--- src/rtl/seg7_pkg.sv ---
// Shared seven-segment constants: segment bit order, active-low hex glyphs,
// the blank glyph, and small helpers used by the segment readers/decoders.
package seg7_pkg;

  // Bit position of each segment on an active-low segment bus.
  typedef enum logic [2:0] {
    SEG_A = 3'd0,
    SEG_B = 3'd1,
    SEG_C = 3'd2,
    SEG_D = 3'd3,
    SEG_E = 3'd4,
    SEG_F = 3'd5,
    SEG_G = 3'd6
  } seg_bit_e;

  localparam int SEG_W = 7;

  // All segments off.
  localparam logic [6:0] SEG_BLANK = 7'h7F;

  // Active-low glyphs for hex digits 0..F, indexed by value.
  localparam logic [6:0] SEG_HEX [16] = '{
    7'h40, 7'h79, 7'h24, 7'h30, 7'h19, 7'h12, 7'h02, 7'h78,
    7'h00, 7'h10, 7'h08, 7'h03, 7'h46, 7'h21, 7'h06, 7'h0E
  };

  // Reader settle/lock state.
  typedef enum logic {
    ST_SETTLE = 1'b0,
    ST_LOCKED = 1'b1
  } rd_state_e;

  // Saturating increment for the 4-bit stability counter.
  function automatic logic [3:0] sat_inc4(input logic [3:0] v);
    return (v == 4'hF) ? v : v + 4'h1;
  endfunction

endpackage

--- src/rtl/seg7_pattern_lut.sv ---
// Combinational lookup of an active-low segment pattern to its hex code,
// with blank and not-in-table indications.
module seg7_pattern_lut
  import seg7_pkg::*;
(
  input  logic [6:0] seg_n,
  output logic [3:0] code,
  output logic       blank,
  output logic       err
);

  // Search the glyph table; anything unmatched and not blank is an error.
  always_comb begin
    code  = 4'h0;
    blank = 1'b0;
    err   = 1'b1;
    if (seg_n == SEG_BLANK) begin
      blank = 1'b1;
      err   = 1'b0;
    end else begin
      for (int i = 0; i < 16; i++) begin
        code = (seg_n == SEG_HEX[i]) ? 4'(i) : code;
        err  = (seg_n == SEG_HEX[i]) ? 1'b0  : err;
      end
    end
  end

endmodule

--- src/rtl/seg7_reader.sv ---
// Reads a multiplexed seven-segment display: waits for the segment bus and
// digit strobe to hold still for STABLE_CNT samples, decodes the glyph once
// per stable window and offers it on a valid/ready output with a sticky
// overflow flag for captures that had nowhere to go.
module seg7_reader
  import seg7_pkg::*;
#(
  parameter int STABLE_CNT = 4,
  parameter int DIGITS     = 4
) (
  input  logic              clk,
  input  logic              rst_n,
  input  logic [6:0]        seg_n,
  input  logic [DIGITS-1:0] dig_sel,
  output logic              out_valid,
  input  logic              out_ready,
  output logic [3:0]        out_code,
  output logic [1:0]        out_digit,
  output logic              out_blank,
  output logic              out_err,
  output logic              overflow
);

  localparam int         SW       = SEG_W + DIGITS;
  localparam logic [3:0] CNT_LAST = 4'(STABLE_CNT - 1);

  logic [SW-1:0] smp_q;
  logic [SW-1:0] smp_d;
  rd_state_e     state_q;
  logic [3:0]    cnt_q;

  logic          same_s;
  logic          onehot_s;
  logic [1:0]    idx_s;
  logic          capture_s;
  logic [3:0]    lut_code_s;
  logic          lut_blank_s;
  logic          lut_err_s;

  logic          valid_q;
  logic [3:0]    code_q;
  logic [1:0]    digit_q;
  logic          blank_q;
  logic          err_q;
  logic          ovf_q;

  assign smp_d    = {seg_n, dig_sel};
  assign same_s   = (smp_d == smp_q);
  assign onehot_s = $onehot(smp_q[DIGITS-1:0]);

  // Capture only on the sample that completes a window, and only for a
  // single strobed digit; a bad strobe still locks so it is not retried.
  assign capture_s = (state_q == ST_SETTLE) && same_s &&
                     (cnt_q == CNT_LAST) && onehot_s;

  // Index of the strobed digit in the held sample.
  always_comb begin
    idx_s = 2'd0;
    for (int i = 0; i < DIGITS; i++) begin
      idx_s = smp_q[i] ? 2'(i) : idx_s;
    end
  end

  seg7_pattern_lut u_lut (
    .seg_n (smp_q[DIGITS + int'(SEG_A) +: SEG_W]),
    .code  (lut_code_s),
    .blank (lut_blank_s),
    .err   (lut_err_s)
  );

  // Sample register, stability counter and settle/lock state machine.
  always_ff @(posedge clk or negedge rst_n) begin
    if (!rst_n) begin
      smp_q   <= {SEG_BLANK, {DIGITS{1'b0}}};
      cnt_q   <= 4'h0;
      state_q <= ST_SETTLE;
    end else begin
      smp_q <= smp_d;
      case (state_q)
        ST_SETTLE: begin
          if (!same_s) begin
            cnt_q <= 4'h0;
          end else if (cnt_q == CNT_LAST) begin
            cnt_q   <= sat_inc4(cnt_q);
            state_q <= ST_LOCKED;
          end else begin
            cnt_q <= sat_inc4(cnt_q);
          end
        end
        ST_LOCKED: begin
          if (same_s) begin
            cnt_q <= sat_inc4(cnt_q);
          end else begin
            cnt_q   <= 4'h0;
            state_q <= ST_SETTLE;
          end
        end
        default: begin
          cnt_q   <= 4'h0;
          state_q <= ST_SETTLE;
        end
      endcase
    end
  end

  // Output holding register: load on capture when free or being drained,
  // otherwise flag the drop; clear valid on a completed handshake.
  always_ff @(posedge clk or negedge rst_n) begin
    if (!rst_n) begin
      valid_q <= 1'b0;
      code_q  <= 4'h0;
      digit_q <= 2'd0;
      blank_q <= 1'b0;
      err_q   <= 1'b0;
      ovf_q   <= 1'b0;
    end else if (capture_s && (!valid_q || out_ready)) begin
      valid_q <= 1'b1;
      code_q  <= lut_code_s;
      digit_q <= idx_s;
      blank_q <= lut_blank_s;
      err_q   <= lut_err_s;
    end else if (capture_s) begin
      ovf_q <= 1'b1;
    end else if (valid_q && out_ready) begin
      valid_q <= 1'b0;
    end else begin
      valid_q <= valid_q;
    end
  end

  assign out_valid = valid_q;
  assign out_code  = code_q;
  assign out_digit = digit_q;
  assign out_blank = blank_q;
  assign out_err   = err_q;
  assign overflow  = ovf_q;

endmodule

--- config.mk ---
export PLATFORM = sky130hd
export DESIGN_NAME = seg7_reader
export DESIGN_NICKNAME = d
export VERILOG_FILES = /design/src/rtl/seg7_pkg.sv /design/src/rtl/seg7_pattern_lut.sv /design/src/rtl/seg7_reader.sv
export SDC_FILE = /design/constraint.sdc
export NUM_CORES = 1
export LEC_CHECK = 0
export ABC_AREA = 1
export BUFFER_PORTS_ARGS = -buffer_cell sky130_fd_sc_hd__clkbuf_2
export CORE_ASPECT_RATIO = 1.1
export CORE_MARGIN = 8
export CORE_UTILIZATION = 45
export DETAILED_ROUTE_END_ITERATION = 12
export PLACE_DENSITY_LB_ADDON = 0.1
export SKIP_CTS_REPAIR_TIMING = 1
export SYNTH_ARGS = -nofsm -noshare
export SYNTH_HDL_FRONTEND = slang
export SYNTH_HIERARCHICAL = 1
export SYNTH_SLANG_ARGS = --single-unit
export TNS_END_PERCENT = 10
--- constraint.sdc ---
create_clock -name clk -period 5.7 [get_ports clk]
set_input_delay 0 -clock clk [delete_from_list [all_inputs] [get_ports clk]]
set_output_delay 0 -clock clk [all_outputs]
set_load 0.02 [all_outputs]
==> results.toml <==
[die]
io_pins = 24
dieArea_um2 = 5830
die_width_um = 73.5
coreArea_um2 = 3570
start_util = 0.459
die_h_um = 79.3
rows = 23

[final_layout]
syn2layout_area_growth_pct = 20.8
diodes = 0
drive_gt1_frac = 0.241
instances_no_fill = 299
layout.nets = 268

[cts]
cts.sinks = 26
cts_max_level = 1
clock_path_buffers = 2
root_buffer = "clkbuf_8"
clkTransAtPathRegs_ns = 0.09
clk_latency_ns = 0.27
cts_tree = "built"
cts_buffers = 3

[global_route]
grt_overflow = 0
grt_max_degree = 27
globalRouteTotalUtil = 0.122
grt_first_pass_wirelength_um = 5710
antenna_found_initial = 0
grt_pass1_vias = 1320

[power]
p_leak_nw = 1.11
finalPower_mw = 0.369
power_frac_clock = 0.327
comb_power_share = 0.138
internal_power_mw = 0.274
power.switching_mw = 0.0950
cellPowerDensity_nw_per_um2 = 187
swShare = 0.257
power_frac_seq = 0.535
ir_drop_v = 0.0000889

[sta]
hold_viol_final = 0
setup_tns_ns = 0
min_period_ns = 2.33
final_max_slew_viol_count = 0
fin_ws_ns = 3.37
finalCritPeriodShare = 0.409
worst_slew_pin_slew_ns = 0.651
finalSetupViolations = 0
relSlewSlack = 0.566
fmax_mhz = 429
rsz0062_at_grt = "no"
skew_ns = 0.00370

[drt]
drtIter0Drc = 88
vias = 1416
drcViolationCount = 0
detail-route-antenna-nets = 0
via_per_inst = 4.74
drtPass1Iterations = 4
wl_per_cell_um = 11.3
postRouteWirelength_um = 3380

[worst_setup_path]
endpoint_kind = "flip-flop"
critPathArrivalTime_ns = 2.49
startpoint = "smp_q[0]"
crit_path_start_kind = "flip-flop"
max_stage_delay_ns = 0.53
crit_fanout = 10
reg2reg_from = "smp_q[0]"
crit_chain = "inv_2 -> fa_1 -> inv_1 -> ha_1 -> ha_1 -> nor2_1 -> nand3_1 -> nor2_8 -> nand4_4 -> nand2_1 -> nand2_1"
cp.required_ns = 5.86
cp_slowest_cell = "fa_1"
path_class = "reg2reg"

[synth]
synth-adder-area-share = 0.0351
synthTopCellsByArea = "dfrtp_1 29%, nand2_1 15%, dfstp_2 11%"
synth_compound_area_frac = 0.0305
yosys.area_share.simple = 0.407
ys_ff_latch = 26
yosysTopAreaCell = "dfrtp_1"
syn_avg_cell_area_um2 = 7.73
syn_area_um2 = 1640
yosys_warnings = 6
synth.mux.area_fraction = 0
synth-seq-area-share = 0.402
synth.distinct_cells = 30
synth_top_area_share = 0.290
synth_xor_area_frac = 0.0427
syn-num-nets = 230
synth_top_family_by_area = "simple AND/OR/NAND/NOR gates"
synthCells = 212

[placed_design]
gp_congestion = 0.862
post-place-cells = 283
pre_cts_slack_ns = 3.37
portBuffers = 23
dp_hpwl_um = 2580

[run_status]
status = "finished, final reports clean"

[job]
max_cap_viol_count = 0

[min_path]
min_from = "out_ready"
hp-class = "in2reg"
[synth_stat cells]
cell type / number
inv_4: 1
nor3_4: 1
buf_2: 1
inv_1: 29
nand4_4: 1
nand3_1: 14
nor2_8: 2
nor3_2: 1
nand2_2: 6
o21a_1: 1
nor3b_2: 1
nand2_1: 65
or2_2: 1
o21bai_2: 1
buf_4: 1
nor2_1: 21
inv_2: 2
fa_1: 1
a21oi_2: 3
nand3b_1: 1
xnor2_1: 6
ha_1: 3
o21ai_0: 1
nand4_1: 11
nor3_1: 2
dfstp_2: 7
nor2_2: 6
dfrtp_1: 19
xor2_1: 2
nor4_1: 1
[logic make-up (layout without fill, tap and decap cells)]
logic type	Yosys count	count (layout)
compound gates	6	6
xor+xnor	8	8
simple gates	134	134
flops	26	26
fa+ha+maj	4	4
buf+inv	34	71
[power by group through the flow]
stage | combinational (mW) | sequential, mW | clock [mW]
finish | 0.0511 | 0.198 | 0.121
global route | 0.0588 | 0.199 | 0.130
CTS | 0.0452 | 0.198 | 0.126
detailed placement | 0.0449 | 0.201 | 0
global placement | 0.0450 | 0.201 | 0
floorplan | 0.0313 | 0.199 | 0
[final cells by class]
class	instances	area, um2
timing repair buffer	35	235
tap	50	62.6
clock buffer	4	55.1
inverter	32	123
fill	353	1590
sequential	26	659
multi-input combinational	152	845
[critical path: cells and delay by family (launching register included)]
kind                       cells  cell delay [ns]
and+or+nand+nor                6             0.80
buffers and inverters          2             0.09
adders and majority gates      3             0.96
DFF                            1             0.37
[flip-flops by register name (all words and copies together), names as in the netlist]
signal and flops:
out_valid 1, cnt_q 4, state_q 1, out_digit 2, out_code 4, out_blank 1
smp_q 11, overflow 1, out_err 1
[final timing paths]
kind / end / slack (ns) / cells past startpoint
min in group asynchronous: state_q / 0.28 / 2
max reg2reg: out_err / 3.37 / 11
min: out_valid / 0.26 / 4
max in group asynchronous: out_blank / 5.00 / 2
min reg2reg: overflow / 0.48 / 1
max: out_err / 3.37 / 11
[layer usage]
layer / track usage / vias to the layer above / wire length [um]
met1: 0.139 / 626 / 1470
li1: - / 741 / -
met3: 0.0340 / 11 / 196
met2: 0.213 / 38 / 1670
met5: 0 / - / 0
met4: 0.0400 / 0 / 46
[cells in the final DEF (no fill, tap or decap)]
master	synthesis	routed
ha_1	3	3
nand2_2	6	6
xor2_1	2	2
inv_2	2	2
nand2_1	65	65
inv_4	1	1
inv_1	29	29
nor3_4	1	1
o21a_1	1	1
nand3_1	14	14
nor2_8	2	2
nand4_4	1	1
nor4_1	1	1
dfstp_2	7	7
a21oi_2	3	3
or2_2	1	1
clkbuf_2	0	23
nor3_2	1	1
fa_1	1	1
nand4_1	11	11
o21ai_0	1	1
dlygate4sd3_1	0	12
nor3b_2	1	1
nor2_2	6	6
nand3b_1	1	1
nor3_1	2	2
xnor2_1	6	6
o21bai_2	1	1
nor2_1	21	21
clkbuf_8	0	4
dfrtp_1	19	19
[through the flow]
step / hold slack [ns] / util / instance area [um2]
finish: 0.256 / 0.555 / 1980
global route: 0.341 / 0.555 / 1980
CTS: -0.233 / 0.521 / 1860
detailed placement: 0.0677 / 0.506 / 1800
global placement: 0.0660 / 0.506 / 1800
floorplan: -0.296 / - / 1640
No activity file was read; power rests on OpenSTA's default activity.
